### config.mk
export PLATFORM = sky130hd
export DESIGN_NAME = logic_unit_pipe
export DESIGN_NICKNAME = d
export VERILOG_FILES = /design/src/rtl/lu_pkg.sv /design/src/rtl/lu_core.sv /design/src/rtl/logic_unit_pipe.sv
export SDC_FILE = /design/constraint.sdc
export NUM_CORES = 1
export LEC_CHECK = 0
export CAP_MARGIN = 25
export CORE_ASPECT_RATIO = 0.9
export CORE_MARGIN = 4
export CORE_UTILIZATION = 35
export CTS_CLUSTER_SIZE = 10
export DETAILED_ROUTE_END_ITERATION = 7
export PLACE_DENSITY = 0.62
export SYNTH_ARGS = -nofsm -noshare
export SYNTH_HDL_FRONTEND = slang
export SYNTH_SLANG_ARGS = --single-unit
### constraint.sdc
create_clock -name clk -period 2.3 [get_ports clk]
set_input_delay 0.345 -clock clk [delete_from_list [all_inputs] [get_ports clk]]
set_output_delay 0.345 -clock clk [all_outputs]
set_load 0.05 [all_outputs]
### src/rtl/lu_pkg.sv
// -----------------------------------------------------------------------------
// lu_pkg
// Shared definitions for the logic unit family: operation-code width and the
// operation enumeration used by lu_core and logic_unit_pipe.
// -----------------------------------------------------------------------------
package lu_pkg;

    localparam int LU_OP_W = 3;

    typedef enum logic [LU_OP_W-1:0] {
        NOT_A = 3'b000,
        AND   = 3'b001,
        NAND  = 3'b010,
        OR    = 3'b011,
        NOR   = 3'b100,
        XOR   = 3'b101,
        XNOR  = 3'b110,
        ZERO  = 3'b111
    } lu_op_e;

endpackage

### src/rtl/lu_core.sv
// -----------------------------------------------------------------------------
// lu_core
// Purely combinational bitwise operation stage. Callers supply the already
// selected operand A and the already conditioned operand B', so this block can
// be replicated per lane in wider variants.
//
// Ports:
//   a_i      in  WIDTH  effective operand A
//   b_i      in  WIDTH  effective operand B' (inversion already applied)
//   op_i     in  3      operation (lu_op_e)
//   result_o out WIDTH  combinational result
// -----------------------------------------------------------------------------
module lu_core
    import lu_pkg::*;
#(
    parameter int WIDTH = 8
) (
    input  logic [WIDTH-1:0] a_i,
    input  logic [WIDTH-1:0] b_i,
    input  lu_op_e           op_i,
    output logic [WIDTH-1:0] result_o
);

    always_comb begin
        result_o = '0;
        case (op_i)
            NOT_A:   result_o = ~a_i;
            AND:     result_o = a_i & b_i;
            NAND:    result_o = ~(a_i & b_i);
            OR:      result_o = a_i | b_i;
            NOR:     result_o = ~(a_i | b_i);
            XOR:     result_o = a_i ^ b_i;
            XNOR:    result_o = ~(a_i ^ b_i);
            ZERO:    result_o = '0;
            default: result_o = '0;
        endcase
    end

endmodule

### src/rtl/logic_unit_pipe.sv
// -----------------------------------------------------------------------------
// logic_unit_pipe
// Registered bitwise logic unit with a one-entry valid/ready output register,
// zero/parity flags and an optional accumulator that can replace operand A.
//
// Build option:
//   LOGIC_UNIT_ACC_EN  defined   -> accumulator register and acc_sel/acc_wr/
//                                   acc_clr behaviour are present
//                      undefined -> no accumulator flops, acc = ACC_RESET,
//                                   A = a, accumulator controls ignored
//
// Ports:
//   clk        in   1      clock, rising edge
//   reset      in   1      asynchronous active-high reset
//   in_valid   in   1      request present
//   in_ready   out  1      request can be accepted this cycle
//   a, b       in   WIDTH  operands
//   op         in   3      operation code (lu_op_e)
//   b_inv      in   1      use ~b as B'
//   acc_sel    in   1      take A from the accumulator
//   acc_wr     in   1      write accepted result into the accumulator
//   acc_clr    in   1      synchronous accumulator clear, handshake independent
//   out_valid  out  1      result register holds unconsumed data
//   out_ready  in   1      consumer takes the result this cycle
//   result     out  WIDTH  registered result
//   zero       out  1      result == 0
//   parity     out  1      XOR reduction of result
//   acc        out  WIDTH  current accumulator value
// -----------------------------------------------------------------------------
module logic_unit_pipe
    import lu_pkg::*;
#(
    parameter int               WIDTH     = 8,
    parameter logic [WIDTH-1:0] ACC_RESET = '0
) (
    input  logic               clk,
    input  logic               reset,
    input  logic               in_valid,
    output logic               in_ready,
    input  logic [WIDTH-1:0]   a,
    input  logic [WIDTH-1:0]   b,
    input  logic [LU_OP_W-1:0] op,
    input  logic               b_inv,
    input  logic               acc_sel,
    input  logic               acc_wr,
    input  logic               acc_clr,
    output logic               out_valid,
    input  logic               out_ready,
    output logic [WIDTH-1:0]   result,
    output logic               zero,
    output logic               parity,
    output logic [WIDTH-1:0]   acc
);

    logic             valid_q, valid_d;
    logic [WIDTH-1:0] result_q, result_d;
    logic             zero_q, zero_d;
    logic             parity_q, parity_d;

    logic [WIDTH-1:0] op_a;
    logic [WIDTH-1:0] op_b;
    logic [WIDTH-1:0] core_res;
    logic             accept;

    // A full register may still accept when it is being drained this cycle.
    assign in_ready = ~valid_q | out_ready;
    assign accept   = in_valid & in_ready;

`ifdef LOGIC_UNIT_ACC_EN
    logic [WIDTH-1:0] acc_q, acc_d;

    // Operand A reads the pre-update accumulator, so a clear or write in this
    // cycle only affects the next request.
    assign op_a = acc_sel ? acc_q : a;

    always_comb begin
        acc_d = acc_q;
        if (acc_clr) begin
            acc_d = ACC_RESET;
        end else if (accept && acc_wr) begin
            acc_d = core_res;
        end
    end

    always_ff @(posedge clk or posedge reset) begin
        if (reset) begin
            acc_q <= ACC_RESET;
        end else begin
            acc_q <= acc_d;
        end
    end

    assign acc = acc_q;
`else
    logic unused_acc_ctrl;

    assign op_a            = a;
    assign acc             = ACC_RESET;
    assign unused_acc_ctrl = &{1'b0, acc_sel, acc_wr, acc_clr};
`endif

    assign op_b = b_inv ? ~b : b;

    lu_core #(
        .WIDTH(WIDTH)
    ) u_core (
        .a_i      (op_a),
        .b_i      (op_b),
        .op_i     (lu_op_e'(op)),
        .result_o (core_res)
    );

    // Output register: load on accept, otherwise hold data and drop valid
    // once the consumer has taken it.
    always_comb begin
        valid_d  = valid_q;
        result_d = result_q;
        zero_d   = zero_q;
        parity_d = parity_q;
        if (accept) begin
            valid_d  = 1'b1;
            result_d = core_res;
            zero_d   = ~|core_res;
            parity_d = ^core_res;
        end else if (out_ready) begin
            valid_d  = 1'b0;
        end
    end

    always_ff @(posedge clk or posedge reset) begin
        if (reset) begin
            valid_q  <= 1'b0;
            result_q <= '0;
            zero_q   <= 1'b1;
            parity_q <= 1'b0;
        end else begin
            valid_q  <= valid_d;
            result_q <= result_d;
            zero_q   <= zero_d;
            parity_q <= parity_d;
        end
    end

    assign out_valid = valid_q;
    assign result    = result_q;
    assign zero      = zero_q;
    assign parity    = parity_q;

endmodule

Word-level counts from Yosys, hierarchy flattened
Index checks and enable logic that the tools add are counted.

Flip-flop bits (word level): 11. Logic and storage cells: 31. Bits of input ports: 27. Output and inout port bits: 20.

Equal/unequal tests: 7. Bitwise logic cells: 11. Reductions and logical operators: 5. Mux-type cells: 4.

Operator list (count): $pmux 8 s8 (1); $not 8->8 (5); $eq 3x3->1 const B (4); $and 8x8->8 (1); $mux 8 (1); $or 8x8->8 (1); $reduce_or 8->1 (1); $reduce_xor 8->1 (1); $xor 8x8->8 (1); $eq 3x2->1 const B (2); $eq 3x1->1 const B (1); $logic_not 3->1 (1); $mux 1 (2); $reduce_bool 2->1 (1); $and 1x1->1 (1); $logic_not 1->1 (1); $not 1->1 (1); $or 1x1->1 (1).

Depth between registers and ports, before layout
Depth after elaboration: 7. Depth in mapped cells: 12. Mapped depth without buffers: 11.

Cells and area by module
Synthesis repeated with hierarchy kept, for this count alone.

Cells, all modules: 174. Area total of the unflattened synthesis: 1495.2 um^2.

By module, submodules not included: lu_core (cells an instance 114, instances 1, seq. area each 0.0 um^2, area an instance 822.0 um^2); logic_unit_pipe (cells an instance 60, instances 1, seq. area each 276.5 um^2, area an instance 673.1 um^2).

Worst setup path before layout
No wires, ideal clock.

Path type: in2reg. Start: input port b_inv. End: register parity_q, in the netlist parity. Data arrival time: 2.274 ns. Stages on the path: 11. Slack: -0.107 ns. Required time: 2.168 ns. Library setup time: 0.132 ns. Path buffers: 1. Cells stage by stage: buf_2 xor2_1 inv_1 ha_1 o32a_1 o21ai_1 nand2_1 ha_1 xnor2_1 xnor2_1 o21ai_1.

Cells in the longest elaborated chain, start to end: 5. Elaborated cells between the ends (all ways): 9. Those cells by class: 2 x mux; 6 x bitwise; 1 x reduce/logical.

Ends and longest elaborated chain: start: declaration (line logic_unit_pipe.sv:43) `input logic b_inv,`; $mux 8 (*) (line logic_unit_pipe.sv:102) `assign op_b = b_inv ? ~b : b;`; $xor 8x8->8 (tied with other cells) (line lu_core.sv:32, lu_core.sv:33); $not 8->8, on equally long branches (line lu_core.sv:33, lu_core.sv:29, lu_core.sv:31); $pmux 8 s8 (*) (line lu_core.sv:26) `case (op_i)`; $reduce_xor 8->1 (*) (line logic_unit_pipe.sv:124) `parity_d = ^core_res;`; end signal: assignment (line logic_unit_pipe.sv:140) `parity_q <= parity_d;`; end: declaration (line logic_unit_pipe.sv:58) `logic parity_q, parity_d;`.

Every way passes the cells marked *; elsewhere a longest branch is shown, timed or not. A chain may end at the register's enable or synchronous reset.

Final worst setup path
Start: input port b[3]. End: register parity_q, in the netlist parity.

Cells in the longest elaborated chain, start to end: 6. Elaborated cells between the ends (all ways): 10. Those cells by class: 2 x mux; 7 x bitwise; 1 x reduce/logical.

Ends and longest elaborated chain: start: declaration (line logic_unit_pipe.sv:41) `input logic [WIDTH-1:0] b,`; $not 8->8 (line logic_unit_pipe.sv:102); $mux 8 (*) (line logic_unit_pipe.sv:102); $xor 8x8->8 (tied with other cells) (line lu_core.sv:32, lu_core.sv:33); $not 8->8, on equally long branches (line lu_core.sv:33, lu_core.sv:29, lu_core.sv:31); $pmux 8 s8 (*) (line lu_core.sv:26); $reduce_xor 8->1 (*) (line logic_unit_pipe.sv:124).

Marks and branches as above.

==> run_results.csv <==
group,metric,value,unit
placement,dp_slack,-0.737,ns
clock_network,cts_buffers,3,
run_status,status,"finished with violations",
cells_and_area,areaGrowthSynthToFinish,85.8,%
critical_path,required,2.40,ns
clock_network,h-tree-depth,1,
cells_and_area,final_nets,318,
drt,vias_per_cell,5.13,
logic_synthesis,syn_inst,172,
logic_synthesis,yosys-top-cells-area,"dfrtp_1, ha_1, nand2_1, xor2_1, inv_1",
timing,post-route-period-util,101,%
clock_network,cts_root_buffer,"clkbuf_8",
global_routing,grt_antenna_before_repair,0,
timing,timing.fmax,432,MHz
run,cap_violations,0,
drt,drt-total-wl,4.90,mm
timing,hold_slack,0.413,ns
logic_synthesis,postSynth.asyncResetShare,100,%
timing,skew,0.00589,ns
critical_path,rrSetupSlack,0.89,ns
timing,rsz0062_at_grt,"true",
cells_and_area,stdcell_count,316,
clock_network,clock_sinks,11,
placement,dp_cells,285,
critical_path,reg2reg_to,"result[5]$_DFFE_PP0P_",
logic_synthesis,synth_flop_cell,"dfrtp_1",
die,die_area,5080,sq um
die,initial_core_util,37.0,%
logic_synthesis,synth_area_per_cell,8.14,sq um
placement,place_hpwl,3.10,mm
logic_synthesis,synth_edf_count,0,
power,p_leak,1.25,nW
global_routing,grt_start_max_net_pins,20,
power,irDropWorstVdd,0.000399,V
drt,drtIter0Drc,88,
cells_and_area,design_area,2600,sq um
drt,drtPass1Iterations,4,
critical_path,arrival,2.41,ns
critical_path,path_class,"in2reg",
critical_path,r2r.worst_path.cells,4,
global_routing,grt_pass1_vias,1730,
logic_synthesis,yosys_warnings,0,
power,powerDensity,511,nW/um^2
timing,relSlewSlack,66.6,%
logic_synthesis,yosysTopAreaCellShare,17.9,%
logic_synthesis,ys_ff_latch,11,
timing,fin_crit,2.32,ns
die,io_pins,47,
clock_network,clk_pin_slew,0.05,ns
placement,portBuffers,35,
timing,worstMarginPinSlew,0.500,ns
drt,wl_per_cell,15.5,um
critical_path,crit_path_end,"parity$_DFFE_PP0P_",
logic_synthesis,synth_area,1400,sq um
die,row_count,21,
critical_path,cp_max_fo,2,
timing,drv_slew,0,
cells_and_area,layout-drive-gt1-share,43.3,%
placement,place_congestion,0.776,
die,die_w,74.7,um
logic_synthesis,synth_cell_types,43,
global_routing,grt_remaining_overflow,0,
critical_path,critPathCaptureType,"flop",
placement,placed_area,2070,sq um
cells_and_area,antennaDiodeCount,0,
timing,hold_viol,0,
drt,drc,0,
global_routing,grt_usage,19.8,%
critical_path,cp-start-kind,"input pin",
worst_hold_path,min_path_type,"in2async",
clock_network,clk_latency,0.24,ns
logic_synthesis,synth_most_common_cell,"nand2_1",
drt,ant_nets,0,
logic_synthesis,synth_area_leader_cell,"dfrtp_1",
logic_synthesis,synth.yosys.seq_area_share,19.7,%
run_status,violations,"negative setup slack",
timing,setup-violations-final,2,
logic_synthesis,netlist_top_cells_count,"nand2_1, ha_1, inv_1, dfrtp_1",
die,die_h,68,um
critical_path,r2r-start,"out_valid$_DFFE_PP0P_",
timing,fin_setup_tns,-0.0214,ns
clock_network,cts_tree,"done",
critical_path,crit_start,"b[3]",
global_routing,grt_pass1_wl,7.75,mm
clock_network,cts_max_path_buffers,2,
timing,setup_slack,-0.0172,ns
drt,via_count,1620,
die,coreArea,3780,sq um
clock_network,holdBufCountCts,0,
flip-flops by register name (all words and copies together), names as in the netlist:
name,cells
out_valid,1
parity,1
zero,1
result,8
final cells by class:
| class | instances | area, sq um |
|---|---|---|
| well taps | 46 | 57.6 |
| inverters | 19 | 71.3 |
| multi-input cells | 131 | 1240 |
| fillers | 278 | 1180 |
| flip-flops and latches | 11 | 277 |
| clock buffers | 4 | 45.0 |
| repair buffers | 105 | 913 |
critical path: stages:
cell and delay (ns):
dlygate4sd2_1 0.26, xor2_2 0.17, inv_1 0.08, ha_4 0.22, a222oi_1 0.46, nand2_1 0.18
ha_4 0.26, xnor2_2 0.13, xnor2_1 0.22, o21ai_1 0.09
cell usage in the layout, fill, tap and decap left out, types with 2 or more instances in the layout:
master / Yosys / final
nand3_1: 3 / 3
dlymetal6s2s_1: 0 / 3
clkdlybuf4s50_1: 0 / 18
a21oi_1: 4 / 3
buf_4: 8 / 66
inv_1: 18 / 12
o221ai_1: 5 / 5
mux2i_1: 3 / 3
a222oi_1: 4 / 4
and2_1: 4 / 4
a41o_1: 3 / 3
xor2_1: 8 / 3
ha_2: 0 / 2
nor2b_4: 1 / 2
nand2_1: 22 / 20
ha_1: 20 / 5
dfrtp_1: 10 / 10
nor2_1: 8 / 7
dlygate4sd2_1: 0 / 9
o21ai_2: 0 / 2
o21ai_1: 6 / 4
nor3_1: 2 / 2
xor2_2: 0 / 3
clkbuf_8: 0 / 3
nand2_2: 0 / 2
xor2_4: 0 / 2
buf_12: 0 / 4
a22o_1: 3 / 3
o32a_1: 2 / 2
clkbuf_2: 0 / 3
conb_1: 1 / 8
inv_2: 1 / 7
xnor2_2: 0 / 2
ha_4: 0 / 13
nor3b_1: 2 / 2
nand2b_1: 5 / 5
worst min path at each step:
| stage | start | to | slack (ns) |
|---|---|---|---|
| 3_3_place_gp | zero$_DFFE_PP1P_ | zero$_DFFE_PP1P_ | 0.46 |
| 5_1_grt | reset | result[3]$_DFFE_PP0P_ | 0.44 |
| 3_5_place_dp | zero$_DFFE_PP1P_ | zero$_DFFE_PP1P_ | 0.46 |
| 4_1_cts | reset | result[5]$_DFFE_PP0P_ | 0.42 |
| 6_report | reset | result[5]$_DFFE_PP0P_ | 0.41 |
| 2_1_floorplan | reset | out_valid$_DFFE_PP0P_ | 0.20 |
kinds of logic (layout without fill, tap and decap cells):
group                      after synthesis  count (layout)  share of synthesized area (%)
adders and majority gates               20              20                           17.9
muxes                                    4               4                           2.95
other                                    1               8                          0.268
buffers and inverters                   37             128                           13.7
and+or+nand+nor                         53              53                           18.7
AOI/OAI and AO/OA                       35              35                           19.9
xor gates and xnor gates                11              11                           6.88
DFF                                     11              11                           19.8
metrics by stage:
step	util, %	power, mW
after floorplan	-	0.679
after global placement	54.8	0.909
after detailed placement	54.8	0.934
after CTS	66.7	1.28
after global routing	68.8	1.40
final	68.8	1.33
layer usage:
metal	track usage, %	share of wire, %
met1	21.2	39
met2	38.5	54
met3	4.55	4.3
met4	5.56	2.5
met5	0	0
power breakdown:
part	switching (mW)	internal, mW	total, mW
sequential	0.0201	0.231	0.251
clock	0.0740	0.122	0.196
combinational	0.458	0.425	0.883
total	0.552	0.778	1.33
what timing repair did:
action	4_1_cts	5_1_grt
gates resized for setup	44	28
pin swaps	33	15
buffers inserted	24	5
setup endpoints to repair	2	4
hold endpoints to repair	0	0
(Power assumes the default switching activity.)
